<file path="src/rtl/apb_arb_master.sv">
// Two-requester APB master: round-robin arbitration in front of a single
// IDLE/SETUP/ACCESS APB transfer engine with a bounded ACCESS phase.
module apb_arb_master #(
  parameter int ADDR_WIDTH = 8,
  parameter int WIDTH      = 32,
  parameter int TIMEOUT    = 16
) (
  input  logic                    pclk_i,
  input  logic                    presetn_i,
  input  logic [1:0]              req_i,
  input  logic [1:0]              req_write_i,
  input  logic [2*ADDR_WIDTH-1:0] req_addr_i,
  input  logic [2*WIDTH-1:0]      req_wdata_i,
  output logic [1:0]              done_o,
  output logic [WIDTH-1:0]        rdata_o,
  output logic                    slverr_o,
  output logic                    psel_o,
  output logic                    penable_o,
  output logic                    pwrite_o,
  output logic [ADDR_WIDTH-1:0]   paddr_o,
  output logic [WIDTH-1:0]        pwdata_o,
  input  logic [WIDTH-1:0]        prdata_i,
  input  logic                    pready_i,
  input  logic                    pslverr_i
);

  typedef enum logic [1:0] {IDLE, SETUP, ACCESS} state_t;

  localparam logic [7:0] TLAST = 8'(TIMEOUT - 1);

  state_t                  state, state_nxt;
  logic                    last, last_nxt;
  logic                    gnt, gnt_nxt;
  logic                    pick;
  logic [7:0]              tcnt, tcnt_nxt;
  logic [1:0]              done_nxt;
  logic [WIDTH-1:0]        rdata_nxt, pwdata_nxt;
  logic                    slverr_nxt, psel_nxt, penable_nxt, pwrite_nxt;
  logic [ADDR_WIDTH-1:0]   paddr_nxt;

  // 'last' holds the index granted most recently; on contention the other side wins.
  assign pick = (&req_i) ? ~last : req_i[1];

  // NOTE: every variable gets a default before the case so no path leaves it
  // unassigned; otherwise synthesis infers a latch.
  always_comb begin
    state_nxt   = state;
    last_nxt    = last;
    gnt_nxt     = gnt;
    tcnt_nxt    = tcnt;
    psel_nxt    = psel_o;
    penable_nxt = penable_o;
    pwrite_nxt  = pwrite_o;
    paddr_nxt   = paddr_o;
    pwdata_nxt  = pwdata_o;
    done_nxt    = 2'b00;
    rdata_nxt   = '0;
    slverr_nxt  = 1'b0;

    case (state)
      IDLE: begin
        if (|req_i) begin
          gnt_nxt     = pick;
          last_nxt    = pick;
          pwrite_nxt  = req_write_i[pick];
          paddr_nxt   = pick ? req_addr_i[2*ADDR_WIDTH-1:ADDR_WIDTH] : req_addr_i[ADDR_WIDTH-1:0];
          pwdata_nxt  = pick ? req_wdata_i[2*WIDTH-1:WIDTH] : req_wdata_i[WIDTH-1:0];
          psel_nxt    = 1'b1;
          penable_nxt = 1'b0;
          state_nxt   = SETUP;
        end
      end
      SETUP: begin
        penable_nxt = 1'b1;
        tcnt_nxt    = '0;
        state_nxt   = ACCESS;
      end
      ACCESS: begin
        if (pready_i || tcnt == TLAST) begin
          done_nxt    = gnt ? 2'b10 : 2'b01;
          psel_nxt    = 1'b0;
          penable_nxt = 1'b0;
          state_nxt   = IDLE;
          // A late pready still wins over the timeout on the same edge.
          if (pready_i) begin
            rdata_nxt  = pwrite_o ? '0 : prdata_i;
            slverr_nxt = pslverr_i;
          end else begin
            slverr_nxt = 1'b1;
          end
        end else begin
          tcnt_nxt = tcnt + 8'd1;
        end
      end
      default: state_nxt = IDLE;
    endcase
  end

  // NOTE: state registers use non-blocking assignment so all of them update
  // together from values sampled before the edge.
  always_ff @(posedge pclk_i or negedge presetn_i) begin
    if (!presetn_i) begin
      state     <= IDLE;
      last      <= 1'b1;
      gnt       <= 1'b0;
      tcnt      <= '0;
      psel_o    <= 1'b0;
      penable_o <= 1'b0;
      pwrite_o  <= 1'b0;
      paddr_o   <= '0;
      pwdata_o  <= '0;
      done_o    <= 2'b00;
      rdata_o   <= '0;
      slverr_o  <= 1'b0;
    end else begin
      state     <= state_nxt;
      last      <= last_nxt;
      gnt       <= gnt_nxt;
      tcnt      <= tcnt_nxt;
      psel_o    <= psel_nxt;
      penable_o <= penable_nxt;
      pwrite_o  <= pwrite_nxt;
      paddr_o   <= paddr_nxt;
      pwdata_o  <= pwdata_nxt;
      done_o    <= done_nxt;
      rdata_o   <= rdata_nxt;
      slverr_o  <= slverr_nxt;
    end
  end

endmodule

</file>
<file path="config.mk">
export PLATFORM = sky130hd
export DESIGN_NAME = apb_arb_master
export DESIGN_NICKNAME = d
export VERILOG_FILES = /design/src/rtl/apb_arb_master.sv
export SDC_FILE = /design/constraint.sdc
export NUM_CORES = 1
export LEC_CHECK = 0
export ABC_AREA = 1
export ABC_CLOCK_PERIOD_IN_PS = 1500
export CELL_PAD_IN_SITES_DETAIL_PLACEMENT = 1
export CELL_PAD_IN_SITES_GLOBAL_PLACEMENT = 2
export CORE_MARGIN = 2
export CORE_UTILIZATION = 19
export CTS_CLUSTER_DIAMETER = 60
export DETAILED_ROUTE_END_ITERATION = 10
export PLACE_DENSITY_LB_ADDON = 0.1
export SYNTH_ARGS = -nofsm -noshare
export SYNTH_HDL_FRONTEND = slang
export SYNTH_SLANG_ARGS = --single-unit
</file>
<file path="constraint.sdc">
create_clock -name pclk_i -period 1.5 [get_ports pclk_i]
set_clock_uncertainty 0.15 [all_clocks]
set_input_delay 0.3 -clock pclk_i [delete_from_list [all_inputs] [get_ports pclk_i]]
set_output_delay 0.3 -clock pclk_i [all_outputs]
set_load 0.1 [all_outputs]
</file>
==> flow_summary_export.csv, run 1 <==
group,metric,value,unit
global_route,grt_util_met1,17.0,%
global_route,grt_pass1_vias,4064,
sta,final.setup.worst_slack,0.0270,ns
clock_tree,root_buffer,"clkbuf_16",
global_route,grtUsageMet2,23.2,%
synth,synth_warnings,0,
global_route,top_usage_layer,"met2",
floorplan,fp.dieH,144,um
floorplan,die_w,144,um
floorplan,io_pins,198,
detailed_routing,avgRoutedWirePerCell,17.0,um
floorplan,initial_core_util,19.3,%
detailed_routing,viasPerCell,4.16,
global_route,grt_use_met3,5.40,%
clock_tree,htree_num_levels,3,
clock_tree,clk_path_buf_depth,2,
sta,fin_crit,1.47,ns
setup_path,cp-end-kind,"flip-flop",
sta,worst_pin_slew,0.306,ns
final_layout,fin_nets,785,
detailed_routing,drt-pass1-iter-count,4,
detailed_routing,ant_nets,0,
synth,ys_seq_area_share,60.2,%
global_route,grt_pass1_wl,22.1,mm
clock_tree,worstSkewPairLatency,0.35,ns
power_and_ir_drop,powerDensity,2340,nW/um^2
power_and_ir_drop,peakVddDrop,0.622,mV
floorplan,die_area,20800,um^2
synth,syn_inst,435,
sta,slew_violations,0,
synth,ys_seq_elements,90,
clock_tree,cts_tree,"yes",
final_layout,design_area,7820,um^2
placed_design,routabilityCongestion,0.718,
sta,post-route-period-util,98.2,%
placed_design,dp_slack,-0.413,ns
placed_design,place_area,7080,um^2
synth,synth_area_per_cell,8.61,um^2
setup_path,critPathKind,"flip-flop to flip-flop",
final_layout,area_growth,109,%
global_route,antenna_found_initial,0,
final_layout,drive_above_1_share,25.1,%
setup_path,path_max_fanout,22,
job,maxCapViolations,0,
detailed_routing,vias,3881,
detailed_routing,first_iter_violations,124,
synth,synth-async-reset-ratio,100,%
sta,finalHoldViolCount,0,
detailed_routing,drc,0,
final_layout,final_cell_mix,"clkdlybuf4s50_1, nand2_1, buf_12",
sta,finalSetupViolCount,0,
setup_path,required,1.59,ns
final_layout,final_common_cell,"clkdlybuf4s50_1",
floorplan,core,19400,um^2
floorplan,fp-row-count,51,
final_layout,stdcell_count,934,
setup_path,startpoint_type,"flip-flop",
outcome,outcome,"finished, final reports clean",
clock_tree,cts_made_buffers,9,
clock_tree,clk_pin_slew,0.07,ns
synth,syn_area,3740,um^2
sta,fmax,679,MHz
setup_path,cp.arrival,1.57,ns
placed_design,post-place-cells,903,
clock_tree,cts_sinks,90,
global_route,grt_start_max_net_pins,35,
power_and_ir_drop,leakage,3.48,nW
detailed_routing,drt-total-wl,15.9,mm
placed_design,dp_hpwl,10.8,mm
sta,rsz0062_at_grt,"yes",
min_path,hold_path_class,"primary input to async pin",
synth,synth_edf_count,0,
sta,max_slew_margin,79.6,%
synth,synth_flop_cell,"dfrtp_1",
synth,yosysUniqueCellTypes,22,
synth,synth_nets,556,
placed_design,portBuffers,197,
global_route,gr-usage-all-layers,14.0,%
global_route,grt-ovfl-total,0,
final_layout,antennaDiodeCount,0,
sta,setup_tns,0,ns
-- state kept, by name, indices dropped and copies added, names as in the netlist --
name / cells
state: 2
paddr_o: 8
psel_o: 1
gnt: 1
done_o: 2
tcnt: 8
slverr_o: 1
penable_o: 1
pwdata_o: 32
last: 1
pwrite_o: 1
rdata_o: 32
-- stage by stage --
step / hold slack [ns] / utilization, % / total power [mW]
final: 0.232 / 40.3 / 18.3
after detailed placement: 0.0586 / 36.5 / 15.0
after CTS: 0.222 / 38.2 / 17.5
after global routing: 0.249 / 40.3 / 19.1
after global placement: 0.0560 / 36.5 / 14.9
after floorplan: -0.146 / - / 10.1
-- timing repair --
action / CTS / global route
gates resized for setup: 4 / 67
pin swaps: 1 / 10
endpoints found under the setup margin: 11 / 55
setup buffers: 1 / 2
hold buffers: 1 / 0
gates cloned: 0 / 11
endpoints found under the hold margin: 75 / 0
-- Yosys cell counts, types with 3 or more instances --
cell type | number | area [um^2]
nand3_1 | 14 | 70.1
buf_1 | 3 | 11.3
nor2_1 | 89 | 334
nand2_1 | 107 | 402
nand4_1 | 3 | 18.8
dfrtp_1 | 89 | 2230
o21ai_1 | 35 | 175
clkbuf_2 | 3 | 15.0
buf_2 | 6 | 30.0
xor2_1 | 3 | 26.3
clkbuf_1 | 10 | 37.5
o21ai_0 | 47 | 235
inv_1 | 17 | 63.8
-- path summary, 6_finish.rpt --
kind                            slack (ns)             start  depth (start not counted)                 endpoint
worst max-delay path                  0.03  last$_DFFE_PN1P_                          6   paddr_o[3]$_DFFE_PN0P_
worst min-delay path                  0.23         presetn_i                          2   paddr_o[3]$_DFFE_PN0P_
worst max register to register        0.03  last$_DFFE_PN1P_                          6   paddr_o[3]$_DFFE_PN0P_
worst min register to register        0.29   gnt$_DFFE_PN0P_                          1      done_o[0]$_DFF_PN0_
max in group asynchronous             0.43         presetn_i                          3  pwdata_o[4]$_DFFE_PN0P_
min in group pclk_i                   0.29   gnt$_DFFE_PN0P_                          1      done_o[0]$_DFF_PN0_
-- routing by layer --
layer | share of wire [%] | vias up
met2 | 49 | 123
met5 | 0 | -
met1 | 42 | 1896
met4 | 1.0 | 0
li1 | - | 1849
met3 | 7.6 | 13
-- power by group --
part / total [mW] / leakage, nW / switching (mW) / internal, mW
clock: 2.40 / 0.145 / 1.02 / 1.38
combinational: 11.9 / 2.17 / 7.37 / 4.51
sequential: 4.06 / 1.16 / 0.843 / 3.21
-- kinds of logic after synthesis --
logic type               after synthesis  share of synthesized area, %
AND/OR/NAND/NOR                      216                          23.0
XOR/XNOR                               3                         0.702
flip-flops                            90                          60.2
buffers and inverters                 41                          4.41
adder cells (fa/ha/maj)                1                         0.334
AO/OA/AOI/OAI                         84                          11.3
-- final cells by class --
cell class                 count  area, um^2
inverter                      19        83.8
clock inverter                 4        50.0
fill                        2162       11600
clock buffer                  12         256
timing repair buffer         240        3420
sequential                    90        2260
multi-input combinational    304        1430
tap                          265         332
-- critical path: stages (launching register included) --
cell     delay, ns
dfstp_2       0.54
nand2_1       0.06
nand2_1       0.11
inv_2         0.08
buf_12        0.16
o21ai_0       0.17
o21ai_1       0.08
(Power assumes the default switching activity.)
==> inputs of run 2 (changes only) <==
Settings changed: SETUP_SLACK_MARGIN from default to 0.1.
==> run 2 against run 1 <==
  * Critical path depth did not move
  * Highest routed layer is now met5
  * Via count rose by 2.4%
  * Fmax rose by 0.52%
==> flow_summary_export.csv, run 2 (synthesis gave the netlist of run 1 again) <==
group,metric,value,unit
outcome,outcome,"finished, final reports clean",
setup_path,rr_endpoint,"pwdata_o[8]$_DFFE_PN0P_",
setup_path,required,1.62,ns
sta,fin_crit,1.47,ns
detailed_routing,drt-total-wl,16.7,mm
detailed_routing,viasPerCell,4.17,
min_path,hold_path_class,"primary input to async pin",
final_layout,antennaDiodeCount,0,
global_route,grt-ovfl-total,0,
global_route,grt_pass1_wl,23.7,mm
global_route,grt_start_max_net_pins,39,
power_and_ir_drop,total_power,18.7,mW
final_layout,design_area,8190,um^2
sta,max_slew_margin,84.4,%
floorplan,fp.dieH,144,um
power_and_ir_drop,peakVddDrop,0.726,mV
sta,finalHoldViolCount,0,
setup_path,startpoint_type,"flip-flop",
final_layout,area_growth,119,%
final_layout,final_cell_mix,"clkdlybuf4s50_1, nand2_1, buf_12",
floorplan,core,19400,um^2
sta,fmax,682,MHz
final_layout,fin_nets,804,
clock_tree,cts_tree,"yes",
clock_tree,htree_num_levels,3,
power_and_ir_drop,sw_frac_of_total,50.8,%
placed_design,place_area,7030,um^2
placed_design,portBuffers,197,
setup_path,cp-end-kind,"flip-flop",
setup_path,critPathKind,"flip-flop to flip-flop",
job,maxCapViolations,0,
detailed_routing,drc,0,
clock_tree,worstSkewPairLatency,0.35,ns
setup_path,cp.arrival,1.58,ns
clock_tree,clk_path_buf_depth,2,
sta,slew_violations,0,
clock_tree,clk_pin_slew,0.07,ns
setup_path,ff2ff_path_depth,6,
sta,timing.hold.ws,0.184,ns
floorplan,die_w,144,um
sta,finalSetupViolCount,0,
placed_design,routabilityCongestion,0.749,
clock_tree,cts_sinks,90,
clock_tree,cts_made_buffers,9,
detailed_routing,avgRoutedWirePerCell,17.6,um
detailed_routing,vias,3974,
floorplan,io_pins,198,
power_and_ir_drop,pwr-share-seq,21.6,%
detailed_routing,first_iter_violations,102,
placed_design,dp_hpwl,11.0,mm
sta,worst_pin_slew,0.233,ns
floorplan,fp-row-count,51,
final_layout,multiInputGateArea,1640,um^2
setup_path,path_max_fanout,5,
final_layout,nFillCells,2155,
power_and_ir_drop,intPower,9.19,mW
final_layout,reg.largest.list,"pwdata_o: 32 flops, rdata_o: 32 flops",
setup_path,rrSetupSlack,0.03,ns
floorplan,initial_core_util,19.3,%
floorplan,die_area,20800,um^2
placed_design,post-place-cells,901,
power_and_ir_drop,power_frac_clock,11.5,%
detailed_routing,ant_nets,0,
power_and_ir_drop,leakage,3.60,nW
power_and_ir_drop,p_comb_share,67.0,%
clock_tree,root_buffer,"clkbuf_16",
sta,setup_tns,0,ns
final_layout,stdcell_count,952,
global_route,grt_pass1_vias,4162,
sta,post-route-period-util,97.7,%
global_route,gr-usage-all-layers,15.4,%
sta,rsz0062_at_grt,"yes",
power_and_ir_drop,p_switching,9.50,mW
setup_path,r2r-start,"last$_DFFE_PN1P_",
power_and_ir_drop,powerDensity,2280,nW/um^2
detailed_routing,drt-pass1-iter-count,4,
final_layout,drive_above_1_share,34.2,%
final_layout,final_common_cell,"clkdlybuf4s50_1",
final_layout,seq_area,2260,um^2
global_route,antenna_found_initial,1,
-- run 2: cell types whose count changed in the layout (fill, tap and decap cells not counted), sizes merged --
cell	delta
buf	+21
clkbuf	-6
clkinv	+2
bufinv	-1
dlygate4sd2	+1
dlymetal6s2s	-1
inv	+1
nand3	+1
-- run 2: repair_timing --
| item | 4_1_cts | 5_1_grt |
|---|---|---|
| hold buffers | 1 | 0 |
| setup buffers | 7 | 15 |
| resized for setup | 115 | 54 |
| setup endpoints to repair | 114 | 154 |
| cloned | 6 | 7 |
| pin swaps | 14 | 23 |
| endpoints found under the hold margin | 89 | 0 |
-- run 2: how the worst max path moves through the flow --
stage / startpoint / endpoint / slack (ns) / cells past startpoint
floorplan: state[0]$_DFFE_PN0P_ / paddr_o[7]$_DFFE_PN0P_ / 0.07 / 5
global placement: req_i[1] / pwdata_o[29]$_DFFE_PN0P_ / -0.35 / 6
detailed placement: req_i[1] / pwdata_o[27]$_DFFE_PN0P_ / -0.37 / 6
CTS: pwrite_o$_DFFE_PN0P_ / pwrite_o / 0.009 / 1
global route: last$_DFFE_PN1P_ / pwdata_o[0]$_DFFE_PN0P_ / -0.02 / 6
finish: last$_DFFE_PN1P_ / pwdata_o[8]$_DFFE_PN0P_ / 0.03 / 6
-- run 2: area by class of cell --
| class | count | share of cell area, % |
|---|---|---|
| Clock buffer | 9 | 2.75 |
| Timing Repair Buffer | 258 | 43.9 |
| Multi-Input combinational cell | 305 | 20.1 |
| Tap cell | 265 | 4.05 |
| Inverter | 19 | 1.12 |
| Sequential cell | 90 | 27.6 |
| Clock inverter | 6 | 0.520 |
-- run 2: metal layers --
layer / share of wire (%) / global-route usage, % / vias up
met5: 0.078 / 0 / -
met4: 1.8 / 5.21 / 2
met3: 7.4 / 4.93 / 20
met2: 49 / 25.5 / 126
met1: 42 / 18.8 / 1936
li1: - / - / 1890
-- run 2: per-stage QoR --
step | utilization [%] | setup slack, ns
after floorplan | - | 0.0720
after global placement | 36.2 | -0.346
after detailed placement | 36.2 | -0.370
after CTS | 39.7 | 0.00890
after global routing | 42.2 | -0.0179
final | 42.2 | 0.0346
-- run 2: power by group through the flow --
stage               Combinational (mW)  Sequential [mW]  Clock [mW]
finish                            12.5             4.03        2.15
floorplan                         1.61             8.56           0
detailed placement                10.8             4.06           0
CTS                               11.6             4.03        2.27
global route                      13.1             4.12        2.35
global placement                  10.7             4.03           0
-- run 2: critical path, cell delays in order (launching register included) --
cell and delay (ns):
dfstp_2 0.56, nand2_2 0.07, nand2_4 0.11, buf_12 0.15, clkbuf_16 0.15, nor2_1 0.04
o21ai_1 0.15
==> RTL change 1 (settings of run 2) <==
Put one more register stage on the output `slverr_o`, with the module's reset. The value now appears one clock later. The other outputs are not delayed to match.
--- a/src/rtl/apb_arb_master.sv
+++ b/src/rtl/apb_arb_master.sv
@@ -29,2 +29,4 @@
   localparam logic [7:0] TLAST = 8'(TIMEOUT - 1);
+
+  logic slverr_s0;
 
@@ -113,3 +115,3 @@
       rdata_o   <= '0;
-      slverr_o  <= 1'b0;
+      slverr_s0 <= 1'b0;
     end else begin
@@ -126,3 +128,11 @@
       rdata_o   <= rdata_nxt;
-      slverr_o  <= slverr_nxt;
+      slverr_s0 <= slverr_nxt;
+    end
+  end
+
+  always_ff @(posedge pclk_i or negedge presetn_i) begin
+    if (!presetn_i) begin
+      slverr_o <= '0;
+    end else begin
+      slverr_o <= slverr_s0;
     end
Behaviour: not the same (Yosys sat finds a counterexample within 4 cycles, from zero or initial values and one cycle with presetn_i low).
==> RTL change 1 against run 2 <==
  * Utilization increased by 1.5 points
  * Sequential cell count increased by 1
  * Worst setup slack worse by 0.015 ns
  * Routed wire length is 3.1% higher
  * Count of clock-buffer cells in the layout rose by 1
  * Power up 4.8%
  * Synthesized area rose by 0.67%
  * Final area up 3.9%
  * Critical path type unchanged
  * Critical endpoint is now paddr_o[6]
==> RTL change 1: results (changes against run 2) <==
Synth Area in Compound Gates=11.25% (-0.075 points); bufs w/o clock=262 (+1.6%); critical path arrival=1.56 ns (-0.02 ns); met2 GRT Util=24.93% (-0.62 points); most frequent cells after synthesis=107 x nand2_1, 90 x dfrtp_1, 89 x nor2_1; # placed instances=897 (-0.44%); via/cell ratio=4.176 (about the same); Fin Hold WS=0.1705 ns (-0.01345 ns); share of post-route cells with drive strength above 1=38.10% (+3.9 points); number of synthesized register bits=91 (+1.1%); Post-Synth Adder-Cell Area=0.3320% (-0.0022 points); R2R setup slack=0.02 ns (-0.02 ns); cell family with most CP delay=buffers and inverters; maximum VDD drop=717.4 uV (-1.1%); worst setup margin=0.01916 ns (-0.01546 ns); post-place setup slack=-0.4186 ns (-0.04844 ns); r2r endpoint=paddr_o[6]; non-clk buf share=43.46% (-0.41 points); Flop pwr share=20.8% (-0.8 points); Final HPWL DP=10.60 mm (-3.6%); sequential cell area share=26.85% (-0.78 points); Pleak=3.804 nW (+5.8%); cell area after layout=0.008508 mm^2 (+3.9%); clk cell area share=3.647% (+0.38 points); antenna violations before repair=0 (-1); Mapped Avg Cell Area=8.644 um^2 (+0.44%); outcome=completed; Synth Area in XOR/XNOR=0.6972% (-0.0047 points); clock buffers=10 (+1); Layout fillers=2086 (-3.2%); post-route non-filler standard cell count=958 (+0.63%); CP max FO=10 (+5); largest net degree at the start of global routing=45 (+15%); clock network power=2.40 mW (+12%); per-cell routed wire length=17.98 um (+2.4%)
-- RTL change 1: how the worst max path moves through the flow --
stage	startpoint	to	slack (ns)	cells past startpoint
3_3_place_gp	req_i[1]	pwdata_o[27]	-0.36	6
4_1_cts	pwrite_o	pwrite_o	0.006	1
6_report	state[1]	paddr_o[6]	0.02	7
2_1_floorplan	state[0]	paddr_o[7]	0.07	5
5_1_grt	state[1]	psel_o	-0.05	7
3_5_place_dp	req_i[1]	pwdata_o[28]	-0.42	6
-- RTL change 1: timing repair --
action / 4_1_cts / 5_1_grt
resized for setup: 55 / 139
endpoints found under the hold margin: 90 / 0
gates cloned: 6 / 11
setup buffers: 9 / 18
endpoints found under the setup margin: 107 / 163
hold buffers: 1 / 0
pin swaps: 8 / 53
-- RTL change 1: layer usage --
metal	routed length (um)	vias to the layer above
met5	0	-
met4	191	0
met3	1377	12
met2	8920	129
met1	6739	1953
li1	-	1907
==> RTL change 2 (settings of run 2) <==
Made on the original files. `ADDR_WIDTH`: 8 -> 9.
--- a/src/rtl/apb_arb_master.sv
+++ b/src/rtl/apb_arb_master.sv
@@ -3,3 +3,3 @@
 module apb_arb_master #(
-  parameter int ADDR_WIDTH = 8,
+  parameter int ADDR_WIDTH = 9,
   parameter int WIDTH      = 32,
Interface: changed (resized paddr_o and req_addr_i); port bits go from 198 to 201. The function was not compared with the original's and may differ.
==> RTL change 2 against run 2 <==
  * The run now ends with setup timing left
  * Fmax is 5.4% lower
  * Worst hold slack improved by 0.11 ns
  * Worst setup slack got worse by 0.083 ns
  * Cell count up 2.8%
  * Routed wire length up 3.2%
  * Sequential cell count rose by 1
  * Power grew 12%
  * Synthesized area is 4.7% higher
  * Final area is 8.3% higher
==> RTL change 2: results (changes against run 2) <==
failing checks=setup timing; first-pass GRT wire length=25.30 mm (+6.7%); maximum VDD drop=662.2 uV (-8.7%); Final HPWL DP=10.96 mm (-0.33%); Layout fillers=2154 (-0.046%); CP max FO=9 (+4); Post-Route WL=17.25 mm (+3.2%); count of cell types in the netlist=27 (+23%); largest net degree at the start of global routing=62 (+59%); Setup Viol. Count Final=1 (+1); metal3 WL=1.483 mm (+21%); Post-layout nets=827 (+2.9%); DR iter-0 viols=81 (-21%); reg2reg start=state[0]; bufs w/o clock=280 (+8.5%); PortBufs=200 (+1.5%); outcome=finished, violations left; Synth Net Count=557 (+0.18%); multi-input logic area=0.001963 mm^2 (+20%); Slew HR=71.02% (-13 points); M1 GR Usage=17.55% (-1.3 points); sequential cell area share=25.88% (-1.8 points); top post-synthesis cells by area=dfrtp_1 57%, nand2_1 10%, nor2_1 8.3%, o21ai_1 6.9%, o21ai_2 6.7%; multi-input gates=306 (+0.33%); Pleak=3.829 nW (+6.5%); Hold Path Class=reg2reg; via/cell ratio=4.149 (-0.60%); GR Util met3=5.833% (+0.90 points); worst setup margin=-0.04870 ns (-0.08332 ns); DRT met1 WL=6.599 mm (-5.5%); clk cell area share=3.403% (+0.13 points); Fin Hold WS=0.2958 ns (+0.1119 ns)
[RTL change 2: cell types whose count changed in the layout (fill, tap and decap cells not counted), sizes merged, moves of 2 or more]
cell / delta
buf: +21
clkinv: -2
clkdlybuf4s50: +2
nand2: +2
nand4: -2
nand3: -2
o21ai: +3
[RTL change 2: critical path, stage by stage (launching register included)]
cell and delay [ns]:
dfrtp_1 0.42, nor3_4 0.22, buf_6 0.13, buf_4 0.12, buf_8 0.15, o21ai_2 0.07
o21ai_1 0.20
[RTL change 2: power breakdown]
group	switching, mW	leakage (nW)	internal, mW
Sequential	0.868	1.16	3.27
Clock	1.09	0.142	1.31
Combinational	8.40	2.52	5.94
Total	10.4	3.83	10.5
[RTL change 2: timing repair]
item / CTS / global route
hold buffers: 1 / 0
setup endpoints to repair: 131 / 168
endpoints found under the hold margin: 90 / 0
buffers inserted: 19 / 25
cloned: 8 / 7
pin swaps: 66 / 34
resized for setup: 103 / 103
[RTL change 2: logic make-up after synthesis]
| group | Yosys count | share of synthesized area [%] |
|---|---|---|
| simple gates | 213 | 21.81 |
| flops | 91 | 58.14 |
| compound gates | 87 | 14.02 |
| buf+inv | 38 | 4.821 |
| xor+xnor | 4 | 0.8942 |
| fa+ha+maj | 1 | 0.3192 |
[RTL change 2: per-stage QoR]
step | std cells | area [um^2] | power, mW | TNS (ns) | setup WS, ns
2_1_floorplan | 434 | 3935 | 10.62 | 0 | 0.08528
6_report | 979 | 8861 | 20.88 | -0.04870 | -0.04870
4_1_cts | 947 | 8160 | 19.28 | -0.02056 | -0.01389
3_5_place_dp | 903 | 7186 | 15.38 | -15.91 | -0.3740
5_1_grt | 979 | 8861 | 21.77 | -0.8186 | -0.1203
3_3_place_gp | 903 | 7186 | 15.24 | -13.10 | -0.3098
